$ cat src/rtl/approx_mult_error_sweeper_if.sv
// Sweeper <-> environment bundle: multiplier operand/product bus,
// start/busy/done handshake and the accumulated error statistics.
interface approx_mult_error_sweeper_if #(
  parameter int W     = 8,
  parameter int ACC_W = 48
);
  logic             start;
  logic [W-1:0]     mul_x;
  logic [W-1:0]     mul_y;
  logic [2*W-1:0]   mul_z;
  logic             busy;
  logic             done;
  logic [2*W:0]     err_cnt;
  logic [ACC_W-1:0] sum_err;
  logic [ACC_W-1:0] sum_sq_err;
  logic [2*W-1:0]   max_abs_err;

  modport master (
    input  start,
    input  mul_z,
    output mul_x,
    output mul_y,
    output busy,
    output done,
    output err_cnt,
    output sum_err,
    output sum_sq_err,
    output max_abs_err
  );

  modport slave (
    output start,
    output mul_z,
    input  mul_x,
    input  mul_y,
    input  busy,
    input  done,
    input  err_cnt,
    input  sum_err,
    input  sum_sq_err,
    input  max_abs_err
  );
endinterface

$ cat src/rtl/approx_mult_error_sweeper.sv
// Exhaustive error sweep of an external combinational approximate
// multiplier: operand generation, exact compare and error accumulation.
module approx_mult_error_sweeper #(
  parameter int W     = 8,
  parameter int ACC_W = 48
) (
  input  logic clk,
  input  logic rst_n,
  approx_mult_error_sweeper_if.master bus
);
  localparam int PW = 2 * W;

  typedef enum logic [1:0] {
    IDLE,
    SWEEP,
    DRAIN,
    DONE
  } state_t;

  state_t state;
  state_t state_nx;

  logic [PW-1:0]    cnt;
  logic [W-1:0]     x_q;
  logic [W-1:0]     y_q;
  logic             pv;
  logic             s1v;
  logic [W-1:0]     s1_x;
  logic [W-1:0]     s1_y;
  logic [PW-1:0]    s1_z;
  logic             done_q;

  logic [PW:0]      err_cnt_q;
  logic [ACC_W-1:0] sum_err_q;
  logic [ACC_W-1:0] sum_sq_q;
  logic [PW-1:0]    max_q;

  logic             accept;
  logic             last_pair;
  logic             last_acc;
  logic [PW-1:0]    prod;
  logic [PW:0]      e;
  logic [PW-1:0]    abs_e;
  logic [2*PW-1:0]  sq_e;

  assign accept    = ((state == IDLE) || (state == DONE)) && bus.start;
  assign last_pair = (cnt == {PW{1'b1}});
  assign last_acc  = s1v && !pv;

  always_comb begin
    state_nx = state;
    unique case (state)
      IDLE:  if (bus.start) state_nx = SWEEP;
      SWEEP: if (last_pair) state_nx = DRAIN;
      DRAIN: if (last_acc)  state_nx = DONE;
      DONE:  if (bus.start) state_nx = SWEEP;
      default: state_nx = IDLE;
    endcase
  end

  always_ff @(posedge clk) begin
    if (!rst_n) state <= IDLE;
    else        state <= state_nx;
  end

  // pv tags the pair on mul_x/mul_y, s1v the pair held in stage 1
  always_ff @(posedge clk) begin
    if (!rst_n) begin
      cnt    <= '0;
      x_q    <= '0;
      y_q    <= '0;
      pv     <= 1'b0;
      s1v    <= 1'b0;
      s1_x   <= '0;
      s1_y   <= '0;
      s1_z   <= '0;
      done_q <= 1'b0;
    end else begin
      done_q <= (state == DRAIN) && last_acc;
      s1v    <= pv && !accept;
      s1_x   <= x_q;
      s1_y   <= y_q;
      s1_z   <= bus.mul_z;
      if (state == SWEEP) begin
        {x_q, y_q} <= cnt;
        cnt        <= cnt + PW'(1);
        pv         <= 1'b1;
      end else begin
        x_q <= '0;
        y_q <= '0;
        cnt <= '0;
        pv  <= 1'b0;
      end
    end
  end

  assign prod = {{W{1'b0}}, s1_x} * {{W{1'b0}}, s1_y};
  assign e    = {1'b0, s1_z} - {1'b0, prod};

  // Magnitude taken from the operands directly so no bit is left dangling
  assign abs_e = e[PW] ? (prod - s1_z) : (s1_z - prod);
  assign sq_e  = {{PW{1'b0}}, abs_e} * {{PW{1'b0}}, abs_e};

  always_ff @(posedge clk) begin
    if (!rst_n) begin
      err_cnt_q <= '0;
      sum_err_q <= '0;
      sum_sq_q  <= '0;
      max_q     <= '0;
    end else if (accept) begin
      err_cnt_q <= '0;
      sum_err_q <= '0;
      sum_sq_q  <= '0;
      max_q     <= '0;
    end else if (s1v) begin
      err_cnt_q <= err_cnt_q + {{PW{1'b0}}, |e};
      sum_err_q <= sum_err_q + {{(ACC_W-PW-1){e[PW]}}, e};
      sum_sq_q  <= sum_sq_q + {{(ACC_W-2*PW){1'b0}}, sq_e};
      if (abs_e > max_q) max_q <= abs_e;
    end
  end

  assign bus.mul_x       = x_q;
  assign bus.mul_y       = y_q;
  assign bus.busy        = pv | s1v;
  assign bus.done        = done_q;
  assign bus.err_cnt     = err_cnt_q;
  assign bus.sum_err     = sum_err_q;
  assign bus.sum_sq_err  = sum_sq_q;
  assign bus.max_abs_err = max_q;
endmodule

$ cat src/flat_wrapper.sv
// flat-port wrapper written by rule: the top's interface ports become plain ports
module approx_mult_error_sweeper_flat 
#(
  parameter int W     = 8,
  parameter int ACC_W = 48
)
  (clk, rst_n, bus_start, bus_mul_z, bus_mul_x, bus_mul_y, bus_busy, bus_done, bus_err_cnt, bus_sum_err, bus_sum_sq_err, bus_max_abs_err);
  approx_mult_error_sweeper_if #(.W(W), .ACC_W(ACC_W)) bus_i ();
  input  logic clk;
  input  logic rst_n;
  input wire logic [$bits(bus_i.start)-1:0] bus_start;
  input wire logic [$bits(bus_i.mul_z)-1:0] bus_mul_z;
  output wire logic [$bits(bus_i.mul_x)-1:0] bus_mul_x;
  output wire logic [$bits(bus_i.mul_y)-1:0] bus_mul_y;
  output wire logic [$bits(bus_i.busy)-1:0] bus_busy;
  output wire logic [$bits(bus_i.done)-1:0] bus_done;
  output wire logic [$bits(bus_i.err_cnt)-1:0] bus_err_cnt;
  output wire logic [$bits(bus_i.sum_err)-1:0] bus_sum_err;
  output wire logic [$bits(bus_i.sum_sq_err)-1:0] bus_sum_sq_err;
  output wire logic [$bits(bus_i.max_abs_err)-1:0] bus_max_abs_err;
  assign bus_i.start = bus_start;
  assign bus_i.mul_z = bus_mul_z;
  assign bus_mul_x = bus_i.mul_x;
  assign bus_mul_y = bus_i.mul_y;
  assign bus_busy = bus_i.busy;
  assign bus_done = bus_i.done;
  assign bus_err_cnt = bus_i.err_cnt;
  assign bus_sum_err = bus_i.sum_err;
  assign bus_sum_sq_err = bus_i.sum_sq_err;
  assign bus_max_abs_err = bus_i.max_abs_err;
  approx_mult_error_sweeper #(.W(W), .ACC_W(ACC_W)) u_core (.clk(clk), .rst_n(rst_n), .bus(bus_i));
endmodule
$ cat config.mk
export PLATFORM = sky130hd
export DESIGN_NAME = approx_mult_error_sweeper_flat
export DESIGN_NICKNAME = d
export VERILOG_FILES = /design/src/rtl/approx_mult_error_sweeper_if.sv /design/src/rtl/approx_mult_error_sweeper.sv /design/src/flat_wrapper.sv
export SDC_FILE = /design/constraint.sdc
export NUM_CORES = 1
export LEC_CHECK = 0
export ABC_AREA = 1
export CORE_MARGIN = 5
export CORE_UTILIZATION = 55
export DETAILED_ROUTE_END_ITERATION = 16
export PLACE_DENSITY = 0.85
export SLEW_MARGIN = 20
export SYNTH_ARGS = -nofsm -noshare
export SYNTH_HDL_FRONTEND = slang
export SYNTH_SLANG_ARGS = --single-unit
$ cat constraint.sdc
create_clock -name clk -period 22.1 [get_ports clk]
set_input_delay 5.525 -clock clk [delete_from_list [all_inputs] [get_ports clk]]
set_output_delay 5.525 -clock clk [all_outputs]
set_load 0.01 [all_outputs]
* Word level (Yosys, flattened, before mapping)
Index checks and enable logic that the tools add are counted.
** Word-level totals
- Bits in registers :: 198
- Word-level logic and storage cells :: 53
- Memories kept :: 0
- Bits in latches :: 0
- Input bits :: 19
- Memory bits (writable) :: 0
- Memory bits (read-only) :: 0
- Output and inout bits :: 147
** Cells by class
- Bitwise gates (word level) :: 2
- Equal/unequal tests :: 7
- Reductions and logical operators :: 14
- Div/mod/pow operators :: 0
- Magnitude comparators :: 1
- Multipliers :: 2
- Shift-type cells :: 0
- Multiplexer cells :: 6
- $add $sub $neg :: 7
** Operators with widths (count)
- 48-bit by 32-bit adder with 48-bit output :: 1
- 48-bit adder :: 1
- 16-bit by 16-bit multiplier with 32-bit output :: 1
- 16-bit subtractor :: 2
- 17-bit by 1-bit adder with 17-bit output :: 1
- 17-bit OR reduction :: 1
- 16-bit by 16-bit subtractor with 17-bit output :: 1
- 16-bit by 1-bit adder with 16-bit output (second input constant) :: 1
- 16-bit equality test (second input constant) :: 1
- 16-bit greater-than comparator :: 1
- 8-bit by 8-bit multiplier with 16-bit output :: 1
- 16-bit 2-to-1 mux :: 1
- 2-bit 2-to-1 mux :: 3
- 2-bit by 1-bit inequality test with 1-bit output (second input constant) :: 3
- 2-bit one-hot mux with 3 select lines :: 1
- 2-bit equality test (second input constant) :: 2
- 1-bit logical AND :: 4
- 2-bit AND reduction :: 2
- 2-bit OR reduction :: 2
- 3-bit AND reduction :: 1
- 2-bit by 1-bit equality test with 1-bit output (second input constant) :: 1
- 1-bit zero test :: 2
- 2-bit zero test :: 1
- 1-bit logical OR :: 1
- 3 further kinds :: 3

* Logic depth before layout (Yosys ltp)
- Depth in word-level cells :: 5
- Mapped depth :: 58
- Gate-level depth less buffers :: 56

* Worst setup path before layout
Ideal clock, no wire load.
- Path kind :: register to register
- From :: register u_core.s1_y[2]
- To :: register u_core.sum_sq_q[46] (netlist: u_core.bus.sum_sq_err[46])
- Period minus slack after synthesis :: 10328 ps
- Stages on the path, launching flop included :: 54
- Path buffers :: 3
- Setup time :: 113 ps
- Data required time :: 21987 ps
- Setup slack :: 11772 ps
- Arrival :: 10215 ps
- Path through :: dfxtp_1 > clkbuf_1 > nand2_1 > fa_1 > fa_1 > inv_1 > fa_1 > inv_1 > fa_1 > inv_1 > ha_1 > nand2_1 > inv_1 > a21oi_1 > o21ai_0 > a21oi_1 > xor2_1 > inv_1 > [... 18 more ...] > inv_1 > fa_1 > fa_1 > inv_1 > fa_1 > inv_1 > ha_1 > nand2_1 > nor2_1 > inv_1 > nor2_1 > nand4_1 > nand3_1 > nand2_1 > nand2_1 > nand2_1 > nor2_1 > nor2_1
** On the way
- Cells in the longest elaborated chain, start to end :: 5
- Elaborated cells on any way between the ends :: 7
- Classes of those cells :: add/sub: 4; mul: 2; mux: 1
** Ends and longest elaborated chain
- start, declared :: RTL line approx_mult_error_sweeper.sv:29 : logic [W-1:0] s1_y;
- start signal, assigned :: RTL line approx_mult_error_sweeper.sv:82 : s1_y <= y_q;
- 8-bit by 8-bit multiplier with 16-bit output * :: RTL line approx_mult_error_sweeper.sv:97 : assign prod = {{W{1'b0}}, s1_x} * {{W{1'b0}}, s1_y};
- 16-bit subtractor or 16-bit by 16-bit subtractor with 17-bit output (tied branches) :: RTL line approx_mult_error_sweeper.sv:101, approx_mult_error_sweeper.sv:98
- 16-bit 2-to-1 mux * :: RTL line approx_mult_error_sweeper.sv:101 : assign abs_e = e[PW] ? (prod - s1_z) : (s1_z - prod);
- via u_core.abs_e[8] :: RTL line approx_mult_error_sweeper.sv:43 : logic [PW-1:0] abs_e;
- 16-bit by 16-bit multiplier with 32-bit output * :: RTL line approx_mult_error_sweeper.sv:102 : assign sq_e = {{PW{1'b0}}, abs_e} * {{PW{1'b0}}, abs_e};
- 48-bit by 32-bit adder with 48-bit output * :: RTL line approx_mult_error_sweeper.sv:118 : sum_sq_q <= sum_sq_q + {{(ACC_W-2*PW){1'b0}}, sq_e};
- end signal, assigned :: RTL line approx_mult_error_sweeper.sv:118
- end, declared :: RTL line approx_mult_error_sweeper.sv:35 : logic [ACC_W-1:0] sum_sq_q;
The timed path passes the listed nets; every way through them passes the cells marked *.
A chain may end at the register's enable or synchronous reset.

* Worst setup path after layout
- From :: register u_core.s1_x[4]
- To :: register u_core.sum_sq_q[37] (netlist: u_core.bus.sum_sq_err[37])
** On the way
- Cells in the longest elaborated chain, start to end :: 5
- Elaborated cells on any way between the ends :: 7
- Classes of those cells :: add/sub: 4; mul: 2; mux: 1
** Ends and longest elaborated chain
- start, declared :: RTL line approx_mult_error_sweeper.sv:28 : logic [W-1:0] s1_x;
- start signal, assigned :: RTL line approx_mult_error_sweeper.sv:81 : s1_x <= x_q;
- 8-bit by 8-bit multiplier with 16-bit output * :: RTL line approx_mult_error_sweeper.sv:97
- 16-bit by 16-bit subtractor with 17-bit output or 16-bit subtractor (tied branches) :: RTL line approx_mult_error_sweeper.sv:98, approx_mult_error_sweeper.sv:101
- 16-bit 2-to-1 mux * :: RTL line approx_mult_error_sweeper.sv:101
- 16-bit by 16-bit multiplier with 32-bit output * :: RTL line approx_mult_error_sweeper.sv:102
- 48-bit by 32-bit adder with 48-bit output * :: RTL line approx_mult_error_sweeper.sv:118
Mark *: on every way between the ends. The rest lies on a longest branch, timed or not.

==> flow_summary.ini <==
[clock_network]
cts_sinks = 198
cts_resized = 0
holdBufCountCts = 0
clk_latency_ns = 0.51
cts_buffers = 17
cts_htree_levels = 4
clk_path_buf_depth = 2
cts_tree = yes
post-cts-setup-buffers = 0
clkTransAtPathRegs_ns = 0.09
cts_root_buf = clkbuf_16

[hold_path]
holdCritStartpoint = u_core.bus.mul_y[5]
holdPathEnd = u_core.s1_y[5]
hp-class = register to register
min_path_cells = 2

[timing]
period_needed_ns = 11.73
fin_setup_tns_ns = 0
final.setup_skew_ns = 0.0114
worst_pin_slew_ns = 0.771
hold_viol_final = 0
setup_violations = 0
clock.fmax_mhz = 85.2
final-max-slew-violation-count = 0
slew-limit-headroom_pct = 48.6
period_share_pct = 53.1
rsz0062_at_grt = false

[global_route]
grt_first_pass_wirelength_um = 113000
grt_max_degree = 72
grtUsageTotal_pct = 27.8
grt_pass1_vias = 23000
grt_overflow = 0
antenna_found_initial = 1

[route]
vias = 23500
routed_wl_um = 69500
wl_per_cell_um = 15.1
drt-met1-wl_um = 29000
wl_met2_um = 33200
drt-initial-drc-count = 1923
ant_nets = 0
top_layer_used = met4
dr.pass1.iters = 7
drcViolationCount = 0
vias_per_cell = 5.10
route.met3.wl_um = 4610

[synth]
ys_top_cells_by_count = 1013 x nand2_1, 989 x inv_1, 446 x nor2_1
yosys_register_bits = 198
syn-num-nets = 4380
yosysUniqueCellTypes = 44
synth_top_cell_area_share_pct = 18.3
yosysMostFrequentCell = nand2_1
async_flop_share_pct = 0
netlist_top_cells_area = fa_1 18%, dfxtp_1 16%, nand2_1 15%
synth_ff_type = dfxtp_1
syn_area_um2 = 25200
synth_edf_count = 0
synthCells = 3888
synth_area_per_cell_um2 = 6.49
ys_warn_count = 0
ys_seq_area_share_pct = 15.7
post-synth-top-area-cell = fa_1

[floorplanning]
row_count = 78
ioPinCount = 166
dieArea_um2 = 50300
core_um2 = 45400
dieHeight_um = 224
initial_core_util_pct = 55.6
fp.dieW_um = 224

[worst_setup_path]
slowest_delay_ns = 0.54
cp.arrival_ns = 12.14
path_max_fanout = 47
slowest_stage = fa_1
crit_type = register to register
rrSetupSlack_ns = 10.37
critPathCaptureType = register
required_ns = 22.50
reg2reg_depth = 49
timing.critical_path.mode_cell = nand2_1
worst_setup_path_start_kind = register
r2r-start = u_core.s1_x[4]
r2r_end = u_core.bus.sum_sq_err[37]

[cells_and_area]
num_antenna_cells = 0
fin_nets = 4492
n_fill_cell = 4157
utilization_pct = 61.6
design_area_um2 = 28000
drive_above_1_share_pct = 2.52
syn2layout_area_growth_pct = 10.8

[placement]
hpwl_um = 57100
placed_area_um2 = 27300
port_buffers = 165
gp_congestion = 1.01

[run_status]
outcome = finished clean

[flow_run]
drv_cap = 0
[critical path: cells and delay by family (launching register included)]
kind	cells	cell delay, ns
adders and majority gates	13	6.04
and+or+nand+nor	18	2.49
buffers and inverters	11	1.26
AOI/OAI and AO/OA	6	1.08
DFF	1	0.51
xor gates and xnor gates	1	0.23
[layout by cell type, fill, tap and decap left out, types with 2 or more instances in the layout]
master / synthesis / routed
nand2_4: 3 / 4
nand3_2: 3 / 3
and2_1: 10 / 10
dfxtp_1: 198 / 197
clkbuf_16: 0 / 17
inv_6: 1 / 3
buf_4: 7 / 9
a21oi_1: 173 / 173
o21ai_0: 105 / 105
clkinv_8: 0 / 4
a31oi_1: 3 / 3
ha_1: 242 / 242
nor4_1: 10 / 10
o21bai_1: 15 / 15
nand4_1: 25 / 25
o21a_1: 5 / 5
inv_8: 0 / 2
nor2_2: 10 / 10
inv_2: 8 / 9
inv_1: 989 / 987
fa_1: 231 / 231
a21oi_4: 2 / 2
nand3_1: 170 / 170
xnor2_1: 10 / 10
nand2_2: 14 / 14
inv_12: 0 / 6
nand2_1: 1013 / 1012
a21oi_2: 2 / 2
nor2_1: 446 / 446
o21ai_4: 3 / 3
clkdlybuf4s50_1: 0 / 165
nor3_1: 29 / 29
xor2_1: 63 / 63
nand3b_1: 10 / 10
nor2_4: 4 / 4
[stage by stage]
stage | std cells | setup slack [ns] | hold slack, ns
3_5_place_dp | 4581 | 10.46 | 0.425
5_1_grt | 4613 | 9.60 | 0.478
4_1_cts | 4613 | 10.43 | 0.445
2_1_floorplan | 3888 | 11.77 | 0.426
6_report | 4613 | 10.37 | 0.441
3_3_place_gp | 4581 | 10.61 | 0.417
[cells by family after synthesis]
group / count (synthesis) / synth area share (%)
compound gates: 314 / 6.77
xor+xnor: 73 / 2.53
fa+ha+maj: 473 / 30.3
buf+inv: 1080 / 16.5
flops: 198 / 15.7
simple gates: 1750 / 28.2
[worst max path at each step]
stage / start / endpoint / slack, ns / cells past startpoint
3_5_place_dp: u_core.s1_x[4] / u_core.bus.sum_sq_err[36] / 10.46 / 48
4_1_cts: u_core.s1_x[4] / u_core.bus.sum_sq_err[37] / 10.43 / 49
3_3_place_gp: u_core.s1_y[2] / u_core.bus.sum_sq_err[36] / 10.61 / 48
2_1_floorplan: u_core.s1_y[2] / u_core.bus.sum_sq_err[46] / 11.77 / 53
6_report: u_core.s1_x[4] / u_core.bus.sum_sq_err[37] / 10.37 / 49
5_1_grt: u_core.s1_x[5] / u_core.bus.sum_sq_err[39] / 9.60 / 48
[sequential cells by signal, indices dropped and copies added, names as in the netlist, 2 cells and up]
signal	cells
u_core.bus.mul_x	8
u_core.bus.mul_y	8
u_core.bus.sum_err	48
u_core.state	2
u_core.s1_z	16
u_core.bus.sum_sq_err	48
u_core.cnt	16
u_core.s1_y	8
u_core.bus.err_cnt	17
u_core.s1_x	8
u_core.bus.max_abs_err	16
[per-layer routing]
metal | global-route usage, % | vias up
met3 | 4.35 | 159
met1 | 35.0 | 10800
met5 | 0 | -
met2 | 48.2 | 775
met4 | 11.1 | 0
li1 | - | 11800
[final cells by class]
type | count | area (µm²) | area share [%]
Inverter | 999 | 3760 | 13.4
Clock buffer | 17 | 425 | 1.52
Multi-Input combinational cell | 2610 | 17100 | 61.2
Sequential cell | 198 | 3970 | 14.2
Tap cell | 600 | 751 | 2.68
Clock inverter | 15 | 223 | 0.796
Timing Repair Buffer | 174 | 1720 | 6.15
Power is left out: the tool's default activity adds up to more than one toggle a clock period on the data nets, which glitch-free logic cannot reach.
